==> config.mk <==
export PLATFORM = sky130hd
export DESIGN_NAME = fifo_burst_drain
export DESIGN_NICKNAME = d
export VERILOG_FILES = /design/src/rtl/fifo_burst_pkg.sv /design/src/rtl/out_reg_slice.sv /design/src/rtl/fifo_burst_drain.sv
export SDC_FILE = /design/constraint.sdc
export NUM_CORES = 1
export LEC_CHECK = 0
export CAP_MARGIN = 20
export CORE_MARGIN = 5
export CORE_UTILIZATION = 48
export DETAILED_ROUTE_END_ITERATION = 10
export HOLD_SLACK_MARGIN = 0.15
export PLACE_DENSITY_LB_ADDON = 0.05
export SETUP_SLACK_MARGIN = 0.05
export SLEW_MARGIN = 15
export SYNTH_ARGS = -nofsm -noshare
export SYNTH_HDL_FRONTEND = slang
export SYNTH_SLANG_ARGS = --single-unit
export TNS_END_PERCENT = 1
==> constraint.sdc <==
create_clock -name clk -period 2.75 [get_ports clk]
set_clock_uncertainty 0.1 [all_clocks]
set_input_delay 0.6875 -clock clk [delete_from_list [all_inputs] [get_ports clk]]
set_output_delay 0.6875 -clock clk [all_outputs]
set_load 0.005 [all_outputs]
==> src/rtl/fifo_burst_pkg.sv <==
// Shared types and helpers for the burst-draining FIFO read controller.
package fifo_burst_pkg;

    typedef enum logic {
        IDLE  = 1'b0,
        BURST = 1'b1
    } state_t;

    // A zero burst length still moves one beat; anything above max_len is clipped.
    function automatic int clamp_len(input int len, input int max_len);
        if (len == 0) return 1;
        if (len > max_len) return max_len;
        return len;
    endfunction

endpackage

==> src/rtl/out_reg_slice.sv <==
// One-entry valid/ready output register carrying a payload and a last marker.
module out_reg_slice #(
    parameter type data_t = logic
) (
    input  logic  clk,
    input  logic  reset,
    input  logic  load,
    input  data_t load_data,
    input  logic  load_last,
    output logic  slot_free,
    output logic  valid,
    output data_t data,
    output logic  last,
    input  logic  ready
);

    assign slot_free = !valid || ready;

    always_ff @(posedge clk) begin
        if (reset) begin
            valid <= 1'b0;
            data  <= '0;
            last  <= 1'b0;
        end else if (load && slot_free) begin
            valid <= 1'b1;
            data  <= load_data;
            last  <= load_last;
        end else if (ready) begin
            valid <= 1'b0;
        end
    end

endmodule

==> src/rtl/fifo_burst_drain.sv <==
// Pops a fall-through FIFO in bursts onto a registered valid/ready stream,
// flushing partial bursts after an idle timeout.
//
//   state | meaning
//   IDLE  | waiting for a full burst or an expired idle timer
//   BURST | popping until the sampled beat count is exhausted
module fifo_burst_drain
    import fifo_burst_pkg::*;
#(
    parameter type data_t   = logic,
    parameter int  CntWidth = 1,
    parameter int  MaxBurst = 16,
    parameter int  BurstW   = $clog2(MaxBurst + 1),
    parameter int  TimeoutW = 8
) (
    input  logic                clk,
    input  logic                reset,
    input  logic                fifo_empty,
    input  data_t               fifo_dout,
    input  logic [CntWidth-1:0] fifo_cnt,
    output logic                fifo_pop,
    input  logic [BurstW-1:0]   burst_len,
    input  logic [TimeoutW-1:0] timeout,
    output logic                out_valid,
    input  logic                out_ready,
    output data_t               out_data,
    output logic                out_last,
    output logic                busy
);

    localparam int CmpW = (CntWidth > BurstW) ? CntWidth : BurstW;

    state_t              state;
    logic [BurstW-1:0]   beats_left;
    logic [TimeoutW-1:0] timer;

    logic [BurstW-1:0] eff_len;
    logic [BurstW-1:0] flush_len;
    logic [CmpW-1:0]   cnt_ext;
    logic [CmpW-1:0]   len_ext;
    logic              full_ready;
    logic              flush_ready;
    logic              slot_free;

    assign eff_len = BurstW'(clamp_len(int'(burst_len), MaxBurst));
    assign cnt_ext = CmpW'(fifo_cnt);
    assign len_ext = CmpW'(eff_len);

    assign full_ready  = cnt_ext >= len_ext;
    assign flush_ready = (timeout != '0) && (timer >= timeout) && !fifo_empty;
    assign flush_len   = (cnt_ext < len_ext) ? BurstW'(cnt_ext) : eff_len;

    assign fifo_pop = !reset && (state == BURST) && !fifo_empty
                      && (beats_left != '0) && slot_free;
    assign busy     = (state == BURST) || out_valid;

    always_ff @(posedge clk) begin
        if (reset) begin
            state      <= IDLE;
            beats_left <= '0;
            timer      <= '0;
        end else begin
            case (state)
                IDLE: begin
                    if (fifo_empty)
                        timer <= '0;
                    else if (timer != '1)
                        timer <= timer + TimeoutW'(1);
                    // A full burst wins over a timeout flush.
                    if (full_ready) begin
                        state      <= BURST;
                        beats_left <= eff_len;
                    end else if (flush_ready) begin
                        state      <= BURST;
                        beats_left <= flush_len;
                    end
                end
                BURST: begin
                    if (fifo_pop) begin
                        beats_left <= beats_left - BurstW'(1);
                        if (beats_left == BurstW'(1)) begin
                            state <= IDLE;
                            timer <= '0;
                        end
                    end
                end
                default: state <= IDLE;
            endcase
        end
    end

    out_reg_slice #(.data_t(data_t)) u_out (
        .clk       (clk),
        .reset     (reset),
        .load      (fifo_pop),
        .load_data (fifo_dout),
        .load_last (beats_left == BurstW'(1)),
        .slot_free (slot_free),
        .valid     (out_valid),
        .data      (out_data),
        .last      (out_last),
        .ready     (out_ready)
    );

endmodule

# After elaboration in Yosys (flattened, before gate mapping)
# Cells that the tools add are included.
[word_totals]
ff_bits = 17
latch_bits = 0
ramBits = 0
rom_bits = 0
inputBits = 19
output_inout_bits = 5
wordCells = 61
n_memories = 0
[classes]
add_sub_neg = 2
n_mul = 0
n_div = 0
order_cmp = 4
n_eq_ne = 6
shifts = 0
muxes = 24
n_bitwise = 1
n_reduce_logical = 18
[op_table]
columns = ["cell", "count"]
rows = [
  ["$mux 5", 7],
  ["$mux 8", 4],
  ["$pmux 8 s2", 1],
  ["$mux 1", 10],
  ["$pmux 5 s2", 1],
  ["$add 8x1->8 const B", 1],
  ["$ge 8x8->1", 1],
  ["$ne 8x8->1 const B", 1],
  ["$reduce_bool 8->1", 1],
  ["$logic_and 1x1->1", 7],
  ["$ne 3x3->1 const B", 2],
  ["$eq 5x1->1 const B", 1],
  ["$ge 1x5->1", 1],
  ["$gt 5x5->1 const B", 1],
  ["$logic_not 5->1", 1],
  ["$lt 1x5->1", 1],
  ["$reduce_bool 5->1", 1],
  ["$sub 5x1->5 const B", 1],
  ["$ne 2x1->1 const B", 2],
  ["$logic_not 1->1", 3],
  ["$reduce_and 3->1", 1],
  ["$logic_or 1x1->1", 2],
  ["$pmux 1 s2", 1],
  ["$reduce_and 2->1", 1],
  ["2 further kinds", 2],
]

# Depth between registers and ports, before layout
[depth]
ltp_word = 10
depth_mapped = 8
mapped_depth_nobuf = 8

# Modules after synthesis
# Synthesis repeated with hierarchy kept, for this count alone.
[unflattened]
cells_unflattened = 152
hier_area_um2 = 1268.7
[modules_own_cells]
columns = ["module", "n_inst", "cells_each", "area_per_inst_um2", "seq_area_each_um2"]
rows = [
  ["fifo_burst_drain", 1, 140, 1146.1, 280.3],
  ["out_reg_slice", 1, 12, 122.6, 60.1],
]

# Worst setup path after synthesis
# No wires, ideal clock.
[synth_path]
path_type = "in2reg"
startpoint = "input port burst_len[2]"
endpoint = "register beats_left[1]"
setup_time_ps = 127
arrival_time_ps = 2192
required_ps = 2523
slack_ps = 331
stages = 8
path_buffers = 0
cell_sequence = "or4_1 > o21ai_0 > ha_1 > inv_1 > a211o_1 > nand2b_1 > o311ai_0 > a21oi_1"
[synth_via]
elab_chain_cells = 10
word_cells_on_any_way = 17
classes_between = "order compare: 3; eq/ne: 1; mux: 11; reduce/logical: 2"
[synth_rtl]
columns = ["item", "line_no", "text"]
rows = [
  ["start: declaration", "fifo_burst_drain.sv:22", "input logic [BurstW-1:0] burst_len,"],
  ["$gt 5x5->1 / $logic_not 5->1 (equally long branches)", "fifo_burst_pkg.sv:12, fifo_burst_pkg.sv:11", ""],
  ["$mux 1 (on tied branches)", "fifo_burst_pkg.sv:12, fifo_burst_pkg.sv:11", ""],
  ["$mux 1 / $mux 5 (equally long branches)", "fifo_burst_pkg.sv:12", "if (len > max_len) return max_len;"],
  ["$mux 5", "fifo_burst_pkg.sv:13", "return len;"],
  ["$mux 5 (*)", "fifo_burst_pkg.sv:12", ""],
  ["$lt 1x5->1", "fifo_burst_drain.sv:51", "assign flush_len = (cnt_ext < len_ext) ? BurstW'(cnt_ext) : eff_len;"],
  ["$mux 5", "fifo_burst_drain.sv:51", ""],
  ["$mux 5", "fifo_burst_drain.sv:73", "end else if (flush_ready) begin"],
  ["$mux 5", "fifo_burst_drain.sv:70", "if (full_ready) begin"],
  ["$pmux 5 s2", "fifo_burst_drain.sv:63", "case (state)"],
  ["end signal: assignment", "fifo_burst_drain.sv:72", "beats_left <= eff_len;"],
  ["end signal: assignment", "fifo_burst_drain.sv:75", "beats_left <= flush_len;"],
  ["end signal: assignment", "fifo_burst_drain.sv:80", "beats_left <= beats_left - BurstW'(1);"],
  ["end: declaration", "fifo_burst_drain.sv:34", "logic [BurstW-1:0] beats_left;"],
]
# Mark *: on every way between the ends. The rest lies on a longest branch, timed or not. The select of a mux whose other input is x is not followed.
# A chain may end at the register's enable or synchronous reset.

# Worst setup path in the final report
[layout_path]
startpoint = "input port fifo_empty"
endpoint = "output port fifo_pop"
[layout_via]
elab_chain_cells = 4
[layout_rtl]
columns = ["item", "line_no", "text"]
rows = [
  ["start: declaration", "fifo_burst_drain.sv:18", "input logic fifo_empty,"],
  ["$logic_not 1->1", "fifo_burst_drain.sv:53", "assign fifo_pop = !reset && (state == BURST) && !fifo_empty"],
  ["$logic_and 1x1->1", "fifo_burst_drain.sv:53", ""],
  ["$logic_and 1x1->1 (2 in series)", "fifo_burst_drain.sv:54", "&& (beats_left != '0) && slot_free;"],
  ["end: declaration", "fifo_burst_drain.sv:21", "output logic fifo_pop,"],
]
# Every way passes these cells.

==> results.md <==
- Highest achievable clock rate: 0.378 GHz
- Area growth, synth to finish: 32.3%
- Number of iterations in the first detailed-routing pass: 4
- Antenna violations before repair: 0
- Count of antenna diodes in the layout: 0
- Area of the core region: 0.00245 mm^2
- Path type of the worst setup path: in -> out
- Largest vdd supply drop: 0.264 mV
- Number of cells produced by synthesis: 142
- P_leak: 0.000687 uW
- Routing usage on met1: 0.209
- Max-cap violations: 0
- Initial standard-cell utilization of the core: 0.496
- Weighted congestion reported at the end of routability-driven placement: 0.848
- Vias per cell: 5.53
- Largest net degree at the start of global routing: 11
- Number of violations reported at the end of detailed-routing iteration 0: 36
- CTS tree: built
- Standard-cell rows: 18
- Required time of the worst setup path: 1.96 ns
- CP Cell Sequence: clkdlybuf4s50_1, or3b_4, a211oi_4, buf_2
- Critical path fanouts, max: 2
- Post-synth EDFFs: 0
- Die outline width: 60.4 um
- Met2 track utilization from global routing: 0.338
- Post-synthesis sequential area ratio: 0.280
- RSZ-0062 raised after global routing: true
- Sum of overflow across all layers after global routing: 0
- Later-pin clock latency in the skew report: 0.30 ns
- Max incr delay on CP: 0.43 ns
- Master cell of the clock root buffer: clkbuf_4
- Die area: 0.00364 mm^2
- Element type at the critical path start: primary input
- Vias after detailed routing: 1172
- Inserted Clock Buffers: 3
- Yosys reg bits: 17
- Routed Wire Length: 2.90 mm
- WP data arrival: 1.86 ns
- Power density over cell area: 298 mW/mm^2
- Cell taking the most area after synthesis: dfxtp_1
- Worst-case hold slack: 0.388 ns
- Vias in the first global route: 1203
- Final-stage net count: 215
- Total count of hold-check failures in the final report: 0
- Top area cells in the synthesized netlist: dfxtp_1, ha_1, inv_1, nand4_1, xor2_1
- Final Cycle Share: 0.963
- Fillers: 216
- Critical path buffers and inverters: 2
- Hold buffer count at cts: 0
- Worst Max-Slew Pin Slew: 0.409 ns
- Die span in y: 60.4 um
- Cell type group with the largest total delay on the critical path: buffers and inverters
- Global-route wire length before repair: 5.04 mm
- Synth cell types: 46
- I/O Buffers: 23
- Class of the tightest hold or removal check: reg -> reg
- Max stage delay cell, worst path: clkdlybuf4s50_1
- Clock tree sinks: 17
- Fraction of post-synthesis cell area in the top cell type by area: 0.280
- Most congested layer reported by global routing: met2
- Maximum clock insertion buffer count: 2
- Type of element capturing the critical path: output port
- Overall routing resource usage: 0.180
- Post-placement cell count: 207
- Max H-tree Level: 1
- Global Route met3 Usage: 0.0255
- Time the worst path needs with I/O delays and setup: 2.65 ns
- Routed wire length per instance: 13.7 um
- Final max-slew violation count: 0
- Post-synthesis instance area: 0.00122 mm^2
- Drc violations: 0
- Final setup vio count: 0
- Final antenna-violating net count: 0
- Post-route insts no fill: 212
- Dominant register cell in the synthesized netlist: dfxtp_1
- Outcome: finished clean
- Post-Route Setup TNS: 0 ns
- Post-Syn Area per Cell: 8.57 um^2
- Clock transition at the registers of the reported paths: 0.11 ns
- Sum of net half-perimeters after detailed placement: 2.37 mm
- Fraction of layout cells with a size suffix above 1: 0.165
- Worst slew margin relative to its limit: 0.725
- Syn Nets: 174
- Async SR Flop Fraction: 0
- YS warnings: 0
- Top-level port count: 24
[worst min-delay path, cell delays in order, from the launching register on]
cell	delay [ns]
dfxtp_1	0.33
nand2b_1	0.07
a21oi_1	0.06
[power breakdown]
group          total [uW]  switching, uW  internal, uW
logic                87.4           36.5          51.0
clock network         141           86.8          54.2
registers             252           2.70           249
total                 480            126           354
[flip-flops by register name, summed over array words and instances, names as in the netlist]
name         flops
state            1
u_out.data       1
timer            8
beats_left       5
u_out.valid      1
u_out.last       1
[synthesized netlist by cell type, types with 3 or more instances]
library cell and number:
a31oi_1 3, dfxtp_1 17, nor2_1 10, nand3_1 4, nand2b_1 5, a21oi_1 6
ha_1 13, nand4_1 7, inv_1 17, o21ai_0 5, xor2_1 5, nand2_1 8
nor4_1 3
[worst paths after layout]
kind	start	endpoint	slack (ns)	cells after the start
worst max-delay path	fifo_empty	fifo_pop	0.10	4
worst min-delay path	u_out.last	u_out.last	0.39	2
worst max register to register	beats_left[0]	timer[4]	0.56	7
worst min register to register	u_out.last	u_out.last	0.39	2
[area by class of cell]
cell class,count,area [um^2],area share
multi-input cells,106,805,0.500
repair buffers,38,337,0.209
well taps,30,37.5,0.0233
clock inverters,1,5.00,0.00311
clock buffers,3,22.5,0.0140
flip-flops and latches,17,340,0.211
inverters,17,63.8,0.0396
[kinds of logic (layout without fill, tap and decap cells)]
group / after synthesis / in the layout / share of synthesized area
buffers and inverters: 19 / 59 / 0.0678
AOI/OAI and AO/OA: 28 / 28 / 0.180
adders and majority gates: 13 / 13 / 0.134
xor gates and xnor gates: 6 / 6 / 0.0432
muxes: 2 / 2 / 0.0164
and+or+nand+nor: 57 / 57 / 0.280
DFF: 17 / 17 / 0.280
[what timing repair did]
action	in CTS	in global routing
pin swaps	2	1
cloned	0	0
endpoints found under the setup margin	1	5
setup buffers	1	0
gates resized for setup	5	3
[routing by layer]
layer	wire, um	vias up	share of wire
met5	0	-	0
met4	10	0	0.0034
met3	68	2	0.023
met2	1550	9	0.53
met1	1270	555	0.44
li1	-	606	-
[per-stage QoR]
stage / area [um^2] / util / power (uW) / setup slack (ns)
2_1_floorplan: 1220 / - / 296 / 0.331
3_3_place_gp: 1570 / 0.640 / 341 / -0.330
3_5_place_dp: 1570 / 0.640 / 344 / -0.352
4_1_cts: 1600 / 0.652 / 484 / 0.0502
5_1_grt: 1610 / 0.656 / 509 / -0.00241
6_report: 1610 / 0.656 / 480 / 0.101
[cells in the final DEF (no fill, tap or decap), types with 4 or more instances in the layout]
| cell | Yosys | routed |
|---|---|---|
| clkdlybuf4s50_1 | 0 | 21 |
| o21ai_0 | 5 | 5 |
| inv_1 | 17 | 17 |
| dfxtp_1 | 17 | 17 |
| ha_1 | 13 | 13 |
| buf_4 | 1 | 15 |
| nand3_1 | 4 | 4 |
| nor2_1 | 10 | 10 |
| nand2_1 | 8 | 8 |
| nand4_1 | 7 | 7 |
| nand2b_1 | 5 | 5 |
| xor2_1 | 5 | 5 |
| a21oi_1 | 6 | 6 |
(Power assumes the default switching activity.)
